## config.mk

```make
export PLATFORM = sky130hd
export DESIGN_NAME = unidade_controle_flat
export DESIGN_NICKNAME = d
export VERILOG_FILES = /design/src/rtl/unidade_controle_if.sv /design/src/rtl/unidade_controle.sv /design/src/flat_wrapper.sv
export SDC_FILE = /design/constraint.sdc
export NUM_CORES = 1
export LEC_CHECK = 0
export CORE_AREA = 2 2 39 41
export DETAILED_ROUTE_END_ITERATION = 6
export DIE_AREA = 0 0 41 43
export GPL_TIMING_DRIVEN = 1
export PLACE_DENSITY_LB_ADDON = 0.05
export SLEW_MARGIN = 10
export SYNTH_ARGS = -nofsm -noshare
export SYNTH_HDL_FRONTEND = slang
export SYNTH_SLANG_ARGS = --single-unit
```

## constraint.sdc

```tcl
create_clock -name clock -period 1.1 [get_ports clock]
set_input_delay 0.275 -clock clock [delete_from_list [all_inputs] [get_ports clock]]
set_output_delay 0.275 -clock clock [all_outputs]
set_load 0.03 [all_outputs]
```

## src/rtl/unidade_controle_if.sv

```systemverilog
// Control-unit <-> datapath signal bundle: status flags in, counter/register strobes out.
// master = control unit side, slave = datapath/top-level side.
interface unidade_controle_if;
    logic       iniciar;
    logic       jogada_feita;
    logic       chavesIgualMemoria;
    logic       enderecoIgualLimite;
    logic       fimL;
    logic       timeout;

    logic       zeraR;
    logic       registraR;
    logic       zeraE;
    logic       contaE;
    logic       zeraL;
    logic       contaL;
    logic       zeraT;
    logic       pronto;
    logic       ganhou;
    logic       perdeu;
    logic       db_timeout;
    logic [3:0] db_estado;

    modport master (
        input  iniciar, jogada_feita, chavesIgualMemoria, enderecoIgualLimite, fimL, timeout,
        output zeraR, registraR, zeraE, contaE, zeraL, contaL, zeraT,
               pronto, ganhou, perdeu, db_timeout, db_estado
    );

    modport slave (
        output iniciar, jogada_feita, chavesIgualMemoria, enderecoIgualLimite, fimL, timeout,
        input  zeraR, registraR, zeraE, contaE, zeraL, contaL, zeraT,
               pronto, ganhou, perdeu, db_timeout, db_estado
    );
endinterface

```

## src/rtl/unidade_controle.sv

```systemverilog
// Moore control FSM for the memory-sequence game; optional timeout loss via UC_TIMEOUT_EN.
// Latency: outputs decode from the state register only, one state per clock edge.
// Backpressure: none; espera_jogada simply holds until a play (or timeout) arrives.
module unidade_controle (
    input  logic                   clock,
    input  logic                   reset_n,
    unidade_controle_if.master     bus
);

`ifdef UC_TIMEOUT_EN
    localparam bit TIMEOUT_EN = 1'b1;
`else
    localparam bit TIMEOUT_EN = 1'b0;
`endif

    typedef enum logic [3:0] {
        INICIAL        = 4'b0000,
        PREPARACAO     = 4'b0001,
        INICIO_RODADA  = 4'b0010,
        ESPERA_JOGADA  = 4'b0011,
        REGISTRA       = 4'b0100,
        COMPARACAO     = 4'b0101,
        PROXIMA_JOGADA = 4'b0110,
        PROXIMA_RODADA = 4'b0111,
        FIM_ACERTOU    = 4'b1010,
        FIM_ERROU      = 4'b1110,
        FIM_TIMEOUT    = 4'b1101
    } estado_t;

    estado_t estado;
    estado_t proximo;
    logic    zera_t;
    logic    por_timeout;

    always_ff @(posedge clock or negedge reset_n) begin
        if (!reset_n) estado <= INICIAL;
        else          estado <= proximo;
    end

    always_comb begin
        proximo = INICIAL;
        case (estado)
            INICIAL:        proximo = bus.iniciar ? PREPARACAO : INICIAL;
            PREPARACAO:     proximo = INICIO_RODADA;
            INICIO_RODADA:  proximo = ESPERA_JOGADA;
            ESPERA_JOGADA: begin
                // A play arriving together with timeout takes precedence.
                if (bus.jogada_feita)                   proximo = REGISTRA;
                else if (TIMEOUT_EN && bus.timeout)     proximo = FIM_TIMEOUT;
                else                                    proximo = ESPERA_JOGADA;
            end
            REGISTRA:       proximo = COMPARACAO;
            COMPARACAO: begin
                if (!bus.chavesIgualMemoria)                    proximo = FIM_ERROU;
                else if (bus.enderecoIgualLimite && bus.fimL)   proximo = FIM_ACERTOU;
                else if (bus.enderecoIgualLimite)               proximo = PROXIMA_RODADA;
                else                                            proximo = PROXIMA_JOGADA;
            end
            PROXIMA_JOGADA: proximo = ESPERA_JOGADA;
            PROXIMA_RODADA: proximo = INICIO_RODADA;
            FIM_ACERTOU:    proximo = bus.iniciar ? PREPARACAO : FIM_ACERTOU;
            FIM_ERROU:      proximo = bus.iniciar ? PREPARACAO : FIM_ERROU;
            FIM_TIMEOUT:    proximo = bus.iniciar ? PREPARACAO : FIM_TIMEOUT;
            default:        proximo = INICIAL;
        endcase
    end

    always_comb begin
        bus.zeraR     = 1'b0;
        bus.registraR = 1'b0;
        bus.zeraE     = 1'b0;
        bus.contaE    = 1'b0;
        bus.zeraL     = 1'b0;
        bus.contaL    = 1'b0;
        bus.pronto    = 1'b0;
        bus.ganhou    = 1'b0;
        bus.perdeu    = 1'b0;
        zera_t        = 1'b0;
        por_timeout   = 1'b0;
        case (estado)
            PREPARACAO: begin
                bus.zeraR = 1'b1;
                bus.zeraE = 1'b1;
                bus.zeraL = 1'b1;
                zera_t    = 1'b1;
            end
            INICIO_RODADA: begin
                bus.zeraE = 1'b1;
                zera_t    = 1'b1;
            end
            REGISTRA:       bus.registraR = 1'b1;
            PROXIMA_JOGADA: begin
                bus.contaE = 1'b1;
                zera_t     = 1'b1;
            end
            PROXIMA_RODADA: bus.contaL = 1'b1;
            FIM_ACERTOU: begin
                bus.pronto = 1'b1;
                bus.ganhou = 1'b1;
            end
            FIM_ERROU: begin
                bus.pronto = 1'b1;
                bus.perdeu = 1'b1;
            end
            FIM_TIMEOUT: begin
                bus.pronto  = 1'b1;
                bus.perdeu  = 1'b1;
                por_timeout = 1'b1;
            end
            default: ;
        endcase
    end

    // Without the timeout feature the timer is never restarted and the loss cause is never flagged.
    assign bus.zeraT      = zera_t & TIMEOUT_EN;
    assign bus.db_timeout = por_timeout & TIMEOUT_EN;
    assign bus.db_estado  = estado;

endmodule
```

## src/flat_wrapper.sv

```systemverilog
// flat-port wrapper written by rule: the top's interface ports become plain ports
module unidade_controle_flat 
  (clock, reset_n, bus_iniciar, bus_jogada_feita, bus_chavesIgualMemoria, bus_enderecoIgualLimite, bus_fimL, bus_timeout, bus_zeraR, bus_registraR, bus_zeraE, bus_contaE, bus_zeraL, bus_contaL, bus_zeraT, bus_pronto, bus_ganhou, bus_perdeu, bus_db_timeout, bus_db_estado);
  unidade_controle_if bus_i ();
  input  logic clock;
  input  logic reset_n;
  input wire logic [$bits(bus_i.iniciar)-1:0] bus_iniciar;
  input wire logic [$bits(bus_i.jogada_feita)-1:0] bus_jogada_feita;
  input wire logic [$bits(bus_i.chavesIgualMemoria)-1:0] bus_chavesIgualMemoria;
  input wire logic [$bits(bus_i.enderecoIgualLimite)-1:0] bus_enderecoIgualLimite;
  input wire logic [$bits(bus_i.fimL)-1:0] bus_fimL;
  input wire logic [$bits(bus_i.timeout)-1:0] bus_timeout;
  output wire logic [$bits(bus_i.zeraR)-1:0] bus_zeraR;
  output wire logic [$bits(bus_i.registraR)-1:0] bus_registraR;
  output wire logic [$bits(bus_i.zeraE)-1:0] bus_zeraE;
  output wire logic [$bits(bus_i.contaE)-1:0] bus_contaE;
  output wire logic [$bits(bus_i.zeraL)-1:0] bus_zeraL;
  output wire logic [$bits(bus_i.contaL)-1:0] bus_contaL;
  output wire logic [$bits(bus_i.zeraT)-1:0] bus_zeraT;
  output wire logic [$bits(bus_i.pronto)-1:0] bus_pronto;
  output wire logic [$bits(bus_i.ganhou)-1:0] bus_ganhou;
  output wire logic [$bits(bus_i.perdeu)-1:0] bus_perdeu;
  output wire logic [$bits(bus_i.db_timeout)-1:0] bus_db_timeout;
  output wire logic [$bits(bus_i.db_estado)-1:0] bus_db_estado;
  assign bus_i.iniciar = bus_iniciar;
  assign bus_i.jogada_feita = bus_jogada_feita;
  assign bus_i.chavesIgualMemoria = bus_chavesIgualMemoria;
  assign bus_i.enderecoIgualLimite = bus_enderecoIgualLimite;
  assign bus_i.fimL = bus_fimL;
  assign bus_i.timeout = bus_timeout;
  assign bus_zeraR = bus_i.zeraR;
  assign bus_registraR = bus_i.registraR;
  assign bus_zeraE = bus_i.zeraE;
  assign bus_contaE = bus_i.contaE;
  assign bus_zeraL = bus_i.zeraL;
  assign bus_contaL = bus_i.contaL;
  assign bus_zeraT = bus_i.zeraT;
  assign bus_pronto = bus_i.pronto;
  assign bus_ganhou = bus_i.ganhou;
  assign bus_perdeu = bus_i.perdeu;
  assign bus_db_timeout = bus_i.db_timeout;
  assign bus_db_estado = bus_i.db_estado;
  unidade_controle u_core (.clock(clock), .reset_n(reset_n), .bus(bus_i));
endmodule
```

# After elaboration in Yosys (flattened, before gate mapping)
# Cells that the tools add are included.
# Widths: inputs -> output; s select.
# word_totals
register_bits	4
input_bits	8
out_inout_bits	15
word_cells	35
# classes
eq_ne	10
n_mux	17
reduce_logical	7
# op_table
cell	n
$pmux 4 s9	1
$mux 4	5
$eq 4x3->1 const B	4
$eq 4x4->1 const B	3
$mux 1	10
$eq 4x2->1 const B	2
$reduce_or 2->1	4
$eq 4x1->1 const B	1
$logic_not 4->1	1
$mux 3	1
$reduce_or 3->1	1
$logic_and 1x1->1	1

# Longest topological paths before layout
# logic_depth
depth_word	4
depth_mapped	4
depth_no_buf	3

# Least setup slack after synthesis
# Ideal clock, no wire load.
# synth_timing
path_type	reg2out
startpoint	reg u_core.estado[1], in the netlist u_core.bus.db_estado[1]
endpoint	out bus_zeraR
arrival_ns	1.872
required_time_ns	0.825
slack_ns	-1.047
stages_incl_launch_ff	5
path_buffers	2
path_cell_list	dfrtp_1 buf_6 nand2b_1 nor3_1 buf_4
# synth_via
elab_chain_len	2
# synth_lines
element	line_no	rtl
from (decl)	unidade_controle.sv:30	estado_t estado;
from (signal assigned)	unidade_controle.sv:37	else estado <= proximo;
$eq 4x1->1	n/a	
$mux 1	n/a	
to (decl)	flat_wrapper.sv:13	output wire logic [$bits(bus_i.zeraR)-1:0] bus_zeraR;
# Every way passes these cells.

# Worst setup path in the final report
# layout_timing
startpoint	reg u_core.estado[0], in the netlist u_core.bus.db_estado[0]
endpoint	out bus_pronto
# layout_via
elab_chain_len	3
word_cells_on_any_way	5
classes_between	eq/ne: 3; mux: 1; reduce/logical: 1
# layout_lines
element	line_no	rtl
$eq 4x4->1	unidade_controle.sv:80	case (estado)
$reduce_or 3->1 (no source line) (*)	n/a	
$mux 1 (*)	unidade_controle.sv:80	
to (decl)	flat_wrapper.sv:20	output wire logic [$bits(bus_i.pronto)-1:0] bus_pronto;
# Mark *: on every way between the ends. The rest lies on a longest branch, timed or not.

==> results.json <==
{
  "grt_pass1_vias": 491,
  "combPwrFrac": 0.803,
  "cts_buffer_depth": 2,
  "cp-end-kind": "output pin",
  "clk_pin_slew_worst_paths_ns": 0.04,
  "synthTopCellsByCount": "nor2_1, buf_4, dfrtp_1, nor3_1",
  "status": "finished, violations left",
  "place_ws_ns": -0.260,
  "io_pins": 23,
  "cts_made_buffers": 3,
  "drt-pass1-iter-count": 4,
  "vias": 496,
  "p_leak_nw": 0.422,
  "num_rows": 14,
  "synth_top_family_by_area": "compound AO/OA/AOI/OAI gates",
  "gp_congestion": 0.690,
  "final_cell_area_um2": 948,
  "rsz0062_at_grt": "yes",
  "areaGrowthSynthToFinish_pct": 148,
  "grt_start_max_net_pins": 8,
  "ys_types": 26,
  "max-cap-violations": 0,
  "cts_root_buffer": "clkbuf_4",
  "wl_um": 1300,
  "cp-start-kind": "flip-flop",
  "synth_area_um2": 383,
  "reg2reg_depth": 5,
  "fin_tns_setup_ns": -5.50,
  "diodes": 0,
  "drc_errors": 0,
  "routedWlPerCell_um": 12.5,
  "required_ns": 0.82,
  "antenna_found_initial": 0,
  "path_class": "reg -> out",
  "synthAdderAreaFrac": 0,
  "setup_viol": 17,
  "first_iter_violations": 5,
  "hold_path.class": "in -> async",
  "placed_cells": 96,
  "start_util": 0.277,
  "worst_slack_ns": -0.443,
  "grt_overflow_total": 0,
  "r2r_setup_slack_ns": -0.39,
  "synth_seq_cells": 4,
  "worstPathMaxFanout": 7,
  "clock_latency_ns": 0.24,
  "synthFlopType": "dfrtp_1",
  "ys_top_cells_by_area": "dfrtp_1, buf_4, buf_6, a221o_1, nor3_1",
  "fp.coreArea_um2": 1380,
  "clock-sinks": 4,
  "dpl.hpwl_um": 962,
  "synth_seq_area_share": 0.261,
  "grt_pass1_wl_um": 2010,
  "htree_levels": 1,
  "fin_nets": 98,
  "cts_tree": "done",
  "async_flop_share": 1.00,
  "ir_worst_vdd_mv": 1.19,
  "synth_most_common_cell": "nor2_1",
  "instances_no_fill": 104,
  "yosys.area_share.simple": 0.258,
  "violations": "setup timing",
  "p_clk_frac": 0.075,
  "final_layout_size_suffix_gt1_frac": 0.705,
  "yosys.area_share.xor_xnor": 0.0229,
  "synth_top_area_frac": 0.261,
  "die_y_um": 43,
  "min_period_over_period": 1.40,
  "place_area_um2": 779,
  "fin_crit_ns": 1.54,
  "r2r_end": "u_core.bus.db_estado[2]$_DFF_PN0_",
  "io_buffers": 19,
  "synth_edf_count": 0,
  "yosys.area.top_type": "dfrtp_1",
  "dieWidth_um": 41,
  "crit_arrival_ns": 1.27,
  "fmax_mhz": 648,
  "r2r_start": "u_core.bus.db_estado[1]$_DFF_PN0_",
  "synth_compound_area_frac": 0.268,
  "p_int_w": 0.00146,
  "hold_viol_final": 0,
  "finalPower_w": 0.00261,
  "finClkSkew_ns": 0.000837,
  "syn_avg_cell_area_um2": 8.32,
  "largest_reg_flops": 4,
  "yosysWarnings": 0,
  "ant_nets": 0,
  "power.density_nw_per_um2": 2750,
  "muxShareOfSynthArea": 0,
  "slew_violations": 0,
  "swShare": 0.442,
  "grtUsageTotal": 0.172,
  "via_per_inst": 4.77,
  "p_seq_frac": 0.122,
  "die-area_um2": 1760,
  "synth_cells": 46,
  "switchingPower_w": 0.00115
}
-- logic make-up after synthesis --
family	after synthesis
AND/OR/NAND/NOR	18
AO/OA/AOI/OAI	12
buffers and inverters	10
flip-flops	4
XOR/XNOR	1
other	1
-- cell usage in the layout, fill, tap and decap left out, types with 2 or more instances in the layout --
| master | instances |
|---|---|
| a221o_1 | 2 |
| buf_4 | 14 |
| buf_6 | 24 |
| clkbuf_4 | 3 |
| clkdlybuf4s50_1 | 6 |
| conb_1 | 2 |
| dfrtp_2 | 4 |
| inv_1 | 2 |
| nand2_1 | 3 |
| nand2b_4 | 2 |
| nor2_1 | 2 |
| nor2_4 | 3 |
| nor3_4 | 3 |
-- critical path, stage by stage, from the launching register on --
cell and delay [ns]:
dfrtp_2 0.44, buf_12 0.15, nand3b_1 0.08, o21a_1 0.18
nor2_4 0.04, buf_6 0.14
-- worst max-delay path by stage --
stage / from / endpoint / slack [ns] / cells after the start
3_3_place_gp: bus_jogada_feita / u_core.bus.db_estado[2]$_DFF_PN0_ / -0.25 / 3
3_5_place_dp: bus_jogada_feita / u_core.bus.db_estado[2]$_DFF_PN0_ / -0.26 / 3
2_1_floorplan: u_core.bus.db_estado[1]$_DFF_PN0_ / bus_zeraR / -0.52 / 4
6_report: u_core.bus.db_estado[0]$_DFF_PN0_ / bus_pronto / -0.44 / 5
4_1_cts: u_core.bus.db_estado[1]$_DFF_PN0_ / bus_contaE / -0.44 / 4
5_1_grt: u_core.bus.db_estado[0]$_DFF_PN0_ / bus_pronto / -0.49 / 5
-- per-stage QoR --
step	util	hold WS (ns)
after floorplan	-	-0.0206
after global placement	0.563	0.493
after detailed placement	0.563	0.495
after CTS	0.646	0.239
after global routing	0.685	0.248
final	0.685	0.233
-- per-layer routing --
layer,GRT usage,share of wire
met1,0.202,0.43
met2,0.266,0.50
met3,0.0471,0.054
met4,0.100,0.017
met5,0,0
-- cell type report --
class,count,area [um2]
clock buffers,3,22.5
repair buffers,45,455
fillers,109,435
multi-input cells,33,334
flip-flops and latches,4,105
well taps,16,20.0
inverters,3,11.3
-- power by group through the flow --
stage / Sequential, W / Clock (W) / Combinational, W
after floorplan: 0.000367 / 0 / 0.00101
after global placement: 0.000306 / 0 / 0.00174
after detailed placement: 0.000302 / 0 / 0.00175
after CTS: 0.000303 / 0.000195 / 0.00194
after global routing: 0.000326 / 0.000208 / 0.00223
final: 0.000318 / 0.000196 / 0.00210
-- repair_timing --
item / CTS / global route
pin swaps: 4 / 5
hold buffers: 0 / 0
gates resized for setup: 16 / 14
cloned: 0 / 0
buffers inserted: 4 / 5
endpoints found under the setup margin: 17 / 17
Power figures use the tool's default switching activity.
